===== src/rtl/xif_offload_ctrl_if.sv =====
// Decode-side and CORE-V-X-IF issue-side signals of xif_offload_ctrl, grouped for one port.
// Directions in the slave modport are as seen by the controller.
interface xif_offload_ctrl_if #(
  parameter int IDW = 3,
  parameter int OW  = 3
);
  logic           flush_i;
  logic           instr_valid_i;
  logic [31:0]    instr_i;
  logic           instr_ready_o;
  logic           x_issue_valid_o;
  logic [31:0]    x_issue_instr_o;
  logic [IDW-1:0] x_issue_id_o;
  logic           x_issue_ready_i;
  logic           x_issue_accept_i;
  logic           x_result_valid_i;
  logic           offload_accepted_o;
  logic           offload_rejected_o;
  logic [OW-1:0]  outstanding_o;
  logic           full_o;
  logic           protocol_err_o;
  logic           timeout_o;

  modport slave (
    input  flush_i, instr_valid_i, instr_i, x_issue_ready_i, x_issue_accept_i, x_result_valid_i,
    output instr_ready_o, x_issue_valid_o, x_issue_instr_o, x_issue_id_o,
           offload_accepted_o, offload_rejected_o, outstanding_o, full_o, protocol_err_o, timeout_o
  );

  modport master (
    output flush_i, instr_valid_i, instr_i, x_issue_ready_i, x_issue_accept_i, x_result_valid_i,
    input  instr_ready_o, x_issue_valid_o, x_issue_instr_o, x_issue_id_o,
           offload_accepted_o, offload_rejected_o, outstanding_o, full_o, protocol_err_o, timeout_o
  );
endinterface


===== src/rtl/xif_offload_ctrl.sv =====
// XIF issue sequencer: capture->valid 1 cycle, one offload per 2 cycles, capture stalls while full_o.
// XIF_OFFLOAD_TIMEOUT_EN adds an issue-handshake watchdog that rejects after TIMEOUT_CYCLES stalled cycles.
module xif_offload_ctrl #(
  parameter int NR_ENTRIES      = 8,
  parameter int MAX_OUTSTANDING = 4,
  parameter int TIMEOUT_CYCLES  = 64
) (
  input logic               clk_i,
  input logic               rst_i,
  xif_offload_ctrl_if.slave bus
);
  localparam int IDW = $clog2(NR_ENTRIES);
  localparam int OW  = $clog2(MAX_OUTSTANDING + 1);

  generate
    if (NR_ENTRIES < 2 || (NR_ENTRIES & (NR_ENTRIES - 1)) != 0) begin : g_bad_entries
      $error("NR_ENTRIES must be a power of 2 and at least 2");
    end
    if (MAX_OUTSTANDING < 1 || MAX_OUTSTANDING > NR_ENTRIES) begin : g_bad_credits
      $error("MAX_OUTSTANDING must be in 1..NR_ENTRIES");
    end
    if (TIMEOUT_CYCLES < 2) begin : g_bad_timeout
      $error("TIMEOUT_CYCLES must be at least 2");
    end
  endgenerate

  typedef enum logic {
    IDLE = 1'b0,
    REQ  = 1'b1
  } state_t;

  state_t         r_state;
  logic [31:0]    r_instr;
  logic [IDW-1:0] r_issue_id;
  logic [IDW-1:0] r_id_cnt;
  logic [OW-1:0]  r_outstanding;
  logic           r_proto_err;

  logic w_full;
  logic w_capture;
  logic w_hs;
  logic w_acc;
  logic w_rej;
  logic w_tmo_hit;
  logic w_tmo_pulse;

  assign w_full    = (r_outstanding == OW'(MAX_OUTSTANDING));
  assign w_capture = !rst_i && (r_state == IDLE) && bus.instr_valid_i && !w_full && !bus.flush_i;
  // Gated by reset so a handshake seen during reset never produces a pulse.
  assign w_hs      = !rst_i && (r_state == REQ) && bus.x_issue_ready_i;
  assign w_acc     = w_hs && bus.x_issue_accept_i;
  assign w_rej     = w_hs && !bus.x_issue_accept_i;

`ifdef XIF_OFFLOAD_TIMEOUT_EN
  localparam int TW = $clog2(TIMEOUT_CYCLES + 1);

  logic [TW-1:0] r_tmo_cnt;
  logic          r_timeout;

  // Hit on the last stalled REQ cycle; the pulse and the drop of valid follow one cycle later.
  assign w_tmo_hit = !rst_i && (r_state == REQ) && !bus.x_issue_ready_i && !bus.flush_i &&
                     (r_tmo_cnt == TW'(TIMEOUT_CYCLES - 1));

  always_ff @(posedge clk_i) begin
    if (rst_i) begin
      r_tmo_cnt <= '0;
      r_timeout <= 1'b0;
    end else begin
      r_timeout <= w_tmo_hit;
      if ((r_state == REQ) && !w_hs && !bus.flush_i && !w_tmo_hit) begin
        r_tmo_cnt <= r_tmo_cnt + TW'(1);
      end else begin
        r_tmo_cnt <= '0;
      end
    end
  end

  assign w_tmo_pulse = r_timeout;
`else
  assign w_tmo_hit   = 1'b0;
  assign w_tmo_pulse = 1'b0;
`endif

  always_ff @(posedge clk_i) begin
    if (rst_i) begin
      r_state    <= IDLE;
      r_instr    <= '0;
      r_issue_id <= '0;
    end else begin
      case (r_state)
        IDLE: begin
          if (w_capture) begin
            r_instr    <= bus.instr_i;
            r_issue_id <= r_id_cnt;
            r_state    <= REQ;
          end
        end
        REQ: begin
          // A completing handshake takes priority over a simultaneous flush.
          if (w_hs || bus.flush_i || w_tmo_hit) begin
            r_state <= IDLE;
          end
        end
        default: r_state <= IDLE;
      endcase
    end
  end

  always_ff @(posedge clk_i) begin
    if (rst_i) begin
      r_id_cnt      <= '0;
      r_outstanding <= '0;
      r_proto_err   <= 1'b0;
    end else begin
      if (w_acc) begin
        r_id_cnt <= (r_id_cnt == IDW'(NR_ENTRIES - 1)) ? '0 : r_id_cnt + IDW'(1);
      end
      case ({w_acc, bus.x_result_valid_i})
        2'b10:   r_outstanding <= r_outstanding + OW'(1);
        2'b01: begin
          if (r_outstanding == '0) begin
            r_proto_err <= 1'b1;
          end else begin
            r_outstanding <= r_outstanding - OW'(1);
          end
        end
        default: r_outstanding <= r_outstanding;
      endcase
    end
  end

  assign bus.instr_ready_o      = w_capture;
  assign bus.x_issue_valid_o    = (r_state == REQ);
  assign bus.x_issue_instr_o    = r_instr;
  assign bus.x_issue_id_o       = r_issue_id;
  assign bus.offload_accepted_o = w_acc;
  assign bus.offload_rejected_o = w_rej || w_tmo_pulse;
  assign bus.outstanding_o      = r_outstanding;
  assign bus.full_o             = w_full;
  assign bus.protocol_err_o     = r_proto_err;
  assign bus.timeout_o          = w_tmo_pulse;
endmodule


===== src/flat_wrapper.sv =====
// flat-port wrapper written by rule: the top's interface ports become plain ports
module xif_offload_ctrl_flat 
#(
  parameter int NR_ENTRIES      = 8,
  parameter int MAX_OUTSTANDING = 4,
  parameter int TIMEOUT_CYCLES  = 64
)
  (clk_i, rst_i, bus_flush_i, bus_instr_valid_i, bus_instr_i, bus_x_issue_ready_i, bus_x_issue_accept_i, bus_x_result_valid_i, bus_instr_ready_o, bus_x_issue_valid_o, bus_x_issue_instr_o, bus_x_issue_id_o, bus_offload_accepted_o, bus_offload_rejected_o, bus_outstanding_o, bus_full_o, bus_protocol_err_o, bus_timeout_o);
  xif_offload_ctrl_if #(.IDW(3), .OW(3)) bus_i ();
  input logic clk_i;
  input logic rst_i;
  input wire logic [$bits(bus_i.flush_i)-1:0] bus_flush_i;
  input wire logic [$bits(bus_i.instr_valid_i)-1:0] bus_instr_valid_i;
  input wire logic [$bits(bus_i.instr_i)-1:0] bus_instr_i;
  input wire logic [$bits(bus_i.x_issue_ready_i)-1:0] bus_x_issue_ready_i;
  input wire logic [$bits(bus_i.x_issue_accept_i)-1:0] bus_x_issue_accept_i;
  input wire logic [$bits(bus_i.x_result_valid_i)-1:0] bus_x_result_valid_i;
  output wire logic [$bits(bus_i.instr_ready_o)-1:0] bus_instr_ready_o;
  output wire logic [$bits(bus_i.x_issue_valid_o)-1:0] bus_x_issue_valid_o;
  output wire logic [$bits(bus_i.x_issue_instr_o)-1:0] bus_x_issue_instr_o;
  output wire logic [$bits(bus_i.x_issue_id_o)-1:0] bus_x_issue_id_o;
  output wire logic [$bits(bus_i.offload_accepted_o)-1:0] bus_offload_accepted_o;
  output wire logic [$bits(bus_i.offload_rejected_o)-1:0] bus_offload_rejected_o;
  output wire logic [$bits(bus_i.outstanding_o)-1:0] bus_outstanding_o;
  output wire logic [$bits(bus_i.full_o)-1:0] bus_full_o;
  output wire logic [$bits(bus_i.protocol_err_o)-1:0] bus_protocol_err_o;
  output wire logic [$bits(bus_i.timeout_o)-1:0] bus_timeout_o;
  assign bus_i.flush_i = bus_flush_i;
  assign bus_i.instr_valid_i = bus_instr_valid_i;
  assign bus_i.instr_i = bus_instr_i;
  assign bus_i.x_issue_ready_i = bus_x_issue_ready_i;
  assign bus_i.x_issue_accept_i = bus_x_issue_accept_i;
  assign bus_i.x_result_valid_i = bus_x_result_valid_i;
  assign bus_instr_ready_o = bus_i.instr_ready_o;
  assign bus_x_issue_valid_o = bus_i.x_issue_valid_o;
  assign bus_x_issue_instr_o = bus_i.x_issue_instr_o;
  assign bus_x_issue_id_o = bus_i.x_issue_id_o;
  assign bus_offload_accepted_o = bus_i.offload_accepted_o;
  assign bus_offload_rejected_o = bus_i.offload_rejected_o;
  assign bus_outstanding_o = bus_i.outstanding_o;
  assign bus_full_o = bus_i.full_o;
  assign bus_protocol_err_o = bus_i.protocol_err_o;
  assign bus_timeout_o = bus_i.timeout_o;
  xif_offload_ctrl #(.NR_ENTRIES(NR_ENTRIES), .MAX_OUTSTANDING(MAX_OUTSTANDING), .TIMEOUT_CYCLES(TIMEOUT_CYCLES)) u_core (.clk_i(clk_i), .rst_i(rst_i), .bus(bus_i));
endmodule

===== config.mk =====
export PLATFORM = sky130hd
export DESIGN_NAME = xif_offload_ctrl_flat
export DESIGN_NICKNAME = d
export VERILOG_FILES = /design/src/rtl/xif_offload_ctrl_if.sv /design/src/rtl/xif_offload_ctrl.sv /design/src/flat_wrapper.sv
export SDC_FILE = /design/constraint.sdc
export NUM_CORES = 1
export LEC_CHECK = 0
export BUFFER_PORTS_ARGS = -buffer_cell sky130_fd_sc_hd__buf_2
export CAP_MARGIN = 40
export CORE_ASPECT_RATIO = 0.9
export CORE_MARGIN = 8
export CORE_UTILIZATION = 35
export DETAILED_ROUTE_END_ITERATION = 8
export SYNTH_ARGS = -nofsm -noshare
export SYNTH_HDL_FRONTEND = slang
export SYNTH_SLANG_ARGS = --single-unit

===== constraint.sdc =====
create_clock -name clk_i -period 3.5 [get_ports clk_i]
set_input_delay 1.05 -clock clk_i [delete_from_list [all_inputs] [get_ports clk_i]]
set_output_delay 1.05 -clock clk_i [all_outputs]
set_load 0.01 [all_outputs]

# --- Word level (Yosys, flattened, before mapping) ---
# Cells that the tools add are included.
totals:
  elab_cells: 39
  ff_bits: 43
classes:
  n_reduce_logical: 18
  n_eq_ne: 5
  n_mux: 6
  n_addsub: 3
  n_bitwise: 1
op_table:
  columns: ["cell", "n"]
  rows:
  - ["logical AND 1 bit", 8]
  - ["adder 3 x 1 -> 3 bit, second input constant", 2]
  - ["== test 3 bit, second input constant", 2]
  - ["two-way mux 3 bit", 2]
  - ["one-hot mux 3 bit (2 select lines)", 1]
  - ["AND reduction 2 bit", 3]
  - ["logical NOT 1 bit", 4]
  - ["logical NOT 3 bit", 1]
  - ["subtractor 3 x 1 -> 3 bit, second input constant", 1]
  - ["== test 2 x 1 -> 1 bit, second input constant", 1]
  - ["== test 2 bit, second input constant", 1]
  - ["two-way mux 1 bit", 2]
  - ["!= test 2 bit, second input constant", 1]
  - ["one-hot mux 1 bit (2 select lines)", 1]
  - ["nonzero test 2 bit", 1]
  - ["logical OR 1 bit", 1]
  - ["inverter 1 bit", 1]

# --- Depth between registers and ports, before layout ---
logic_depth:
  depth_word: 7
  ltp_mapped: 8

# --- Worst setup path after synthesis ---
# Ideal clock, no wire load.
synth_path:
  kind: "in2out"
  start: "input rst_i"
  end: "output bus_instr_ready_o"
  required_time_ns: 2.450
  t_arrival_ns: 2.075
  path_slack_ns: 0.375
  path_buffers: 3
  stages: 6
  path_cell_list: "buf_2 nand2b_1 or4_1 buf_4 clkinv_4 buf_6"
synth_via:
  elab_chain_len: 5
synth_lines:
  columns: ["item", "line_no", "rtl"]
  rows:
  - ["from (decl)", "flat_wrapper.sv:11", "input logic rst_i;"]
  - ["logical NOT 1 bit", "xif_offload_ctrl.sv:48", "assign w_capture = !rst_i && (r_state == IDLE) && bus.instr_valid_i && !w_full && !bus.flush_i;"]
  - ["logical AND 1 bit (4 in a row)", "xif_offload_ctrl.sv:48", null]
  - ["to (decl)", "flat_wrapper.sv:18", "output wire logic [$bits(bus_i.instr_ready_o)-1:0] bus_instr_ready_o;"]
# No other way between the ends.

# --- Worst setup path after layout ---
# Ends and elaborated chain as after synthesis.

==> results.json <==
{
  "synthesis.instances": 204,
  "clk_latency_ns": 0.28,
  "power_density_mw_per_mm2": 470.9,
  "synth_most_common_cell": "nand2_1",
  "p_clk_share_pct": 37.4,
  "avgRoutedWirePerCell_microns": 12.43,
  "antenna_found_initial": 0,
  "first_global_vias": 1501,
  "rsz0062_at_grt": "false",
  "netlist_top_cells_count": "78 x nand2_1, 43 x dfxtp_1, 37 x a21oi_1",
  "cp_slowest_cell": "or4_1",
  "syn_to_final_growth_pct": 33.84,
  "ys.flop_type": "dfxtp_1",
  "grt_usage_pct": 12.14,
  "seq_area_frac_synth_pct": 52.08,
  "multiInputGateArea_sq_um": 695.7,
  "hold_slack_ns": 0.4524,
  "globalplace.congestion": 0.7607,
  "power_frac_seq_pct": 50.3,
  "cts_sinks": 43,
  "synth.top_cell.area_share_pct": 52.08,
  "setup_viol": 0,
  "fin_area_sq_mm": 0.002212,
  "cts_tree": "yes",
  "synth_top_cell_by_area": "dfxtp_1",
  "ctsHoldBuffers": 0,
  "ant_nets": 0,
  "clkTransAtPathRegs_ns": 0.08,
  "drt_iter0_drc": 62,
  "gr-total-overflow": 0,
  "layout.nets": 327,
  "synth_cell_types": 26,
  "num_vias": 1556,
  "synth_enable_flop_cells": 0,
  "placed_cell_area_sq_mm": 0.002095,
  "path_common_cell": "buf_2",
  "cts_root_buffer": "clkbuf_8",
  "skew_ns": 0.004753,
  "cp_top_family": "simple AND/OR/NAND/NOR gates",
  "ir_drop_mv": 0.2910,
  "die_x_microns": 88.44,
  "post-place-ws_ns": 0.4313,
  "start_util_pct": 36.82,
  "detail_route.vias_per_cell": 4.471,
  "syn_nets": 246,
  "drc_errors": 0,
  "drt-total-wl_mm": 4.325,
  "core_sq_mm": 0.004489,
  "register_area_sq_um": 860.8,
  "yosysWarnings": 0,
  "fin_ws_ns": 0.4379,
  "synth_top_cells_by_area": "dfxtp_1 52%, nand2_1 18%, a21oi_1 11%",
  "boundaryPins": 84,
  "synthesis.area_sq_mm": 0.001653,
  "p_comb_share_pct": 12.3,
  "async_flop_share_pct": 0,
  "drv_slew": 0,
  "p_sw_uw": 243.7,
  "post-route-min-period_ns": 3.062,
  "drt-pass1-iter-count": 4,
  "cap_violations": 0,
  "grt_max_degree": 37,
  "core.rowCount": 23,
  "synth_seq_cells": 43,
  "portBuffers": 82,
  "worstPathArrival_ns": 2.01,
  "numCtsBuffers": 5,
  "drive_above_1_share_pct": 33.92,
  "die_height_microns": 81.19,
  "grt_pass1_wl_mm": 6.941,
  "required_ns": 2.45,
  "cts_resized": 0,
  "slowest_delay_ns": 0.49,
  "switching_share_pct": 23.39,
  "fin_crit_sh_pct": 87.49,
  "fmax_mhz": 326.6,
  "intPower_uw": 798.1,
  "cp_cell_sequence": "buf_2, nand2b_1, or4_1, clkinv_4, buf_2",
  "power_leakage_uw": 0.001023,
  "end_kind": "output port",
  "start_kind": "input pin",
  "crit_type": "input pin to output port",
  "path_buf_inv": 3,
  "hpwl_mm": 3.126,
  "cts_setup_buffers": 0,
  "clockBufferDepth": 2,
  "diodes": 0,
  "htreeDepth": 2,
  "hold_path_class": "flip-flop to flip-flop",
  "hold_viol": 0,
  "fillers": 471,
  "setup-tns-final_ns": 0,
  "critPathMaxFanout": 6,
  "dieArea_sq_mm": 0.007180,
  "status": "completed",
  "synth.avg_cell_area_sq_um": 8.102
}
stage by stage:
stage / util (%) / instances / total power, uW
2_1_floorplan: - / 204 / 610.2
3_3_place_gp: 46.66 / 340 / 664.9
3_5_place_dp: 46.66 / 340 / 666.1
4_1_cts: 49.28 / 348 / 1065
5_1_grt: 49.28 / 348 / 1102
6_report: 49.28 / 348 / 1042
flip-flops by register name, summed over array words and instances, names as in the netlist:
| signal | flops |
|---|---|
| u_core.bus.x_issue_instr_o | 32 |
| u_core.bus.outstanding_o | 3 |
| u_core.bus.x_issue_id_o | 3 |
| u_core.r_id_cnt | 3 |
| u_core.bus.protocol_err_o | 1 |
| u_core.bus.x_issue_valid_o | 1 |
placed cells by master (no fill, tap or decap), types with 2 or more instances in the layout:
cell type  Yosys  routed
o21ai_0        2       2
buf_4          2       5
nor3_1         4       4
clkbuf_8       0       6
ha_1           3       3
dfxtp_1       43      43
buf_2          4      82
nand3b_1       2       2
a21oi_1       37      37
xnor2_1        2       2
nand2_1       78      78
nor3b_1        4       4
nor2_1         4       4
power by group through the flow:
| stage | clock network [uW] | registers, uW | logic (uW) |
|---|---|---|---|
| 2_1_floorplan | 0 | 545 | 65.6 |
| 4_1_cts | 410 | 524 | 131 |
| 6_report | 390 | 524 | 128 |
| 3_3_place_gp | 0 | 535 | 130 |
| 3_5_place_dp | 0 | 535 | 131 |
| 5_1_grt | 431 | 528 | 144 |
per-layer routing:
metal | track usage (%) | part of all wire, % | up-vias
met5 | 0 | 0 | -
met4 | 4.047 | 0.88 | 0
met3 | 4.435 | 9.8 | 5
met2 | 18.42 | 43 | 59
met1 | 15.53 | 46 | 667
li1 | - | - | 825
cell families after synthesis:
group	share of synthesized area [%]
simple gates	25.44
flops	52.08
compound gates	13.10
buf+inv	5.828
fa+ha+maj	2.271
xor+xnor	1.060
other cells	0.2269
worst min-delay path: cells and delay by family (launching register included):
family / cells / cell delay (ns)
AOI/OAI and AO/OA: 1 / 0.05
DFF: 1 / 0.31
and+or+nand+nor: 1 / 0.05
area by class of cell:
cell class | count | area share [%]
clock buffers | 6 | 3.733
clock inverters | 2 | 1.584
inverters | 2 | 0.5656
multi-input cells | 146 | 31.45
flip-flops and latches | 43 | 38.91
well taps | 62 | 3.507
repair buffers | 87 | 20.25
path summary, 6_finish.rpt:
kind / from / end / slack [ns] / cells past startpoint
hold reg to reg: u_core.bus.x_issue_instr_o[20] / u_core.bus.x_issue_instr_o[20] / 0.45 / 2
setup reg to reg: u_core.bus.x_issue_valid_o / u_core.bus.outstanding_o[2] / 1.67 / 8
hold / removal: u_core.bus.x_issue_instr_o[20] / u_core.bus.x_issue_instr_o[20] / 0.45 / 2
setup / recovery: rst_i / bus_instr_ready_o / 0.44 / 5
Note: power is estimated with default switching activity, not from simulation.
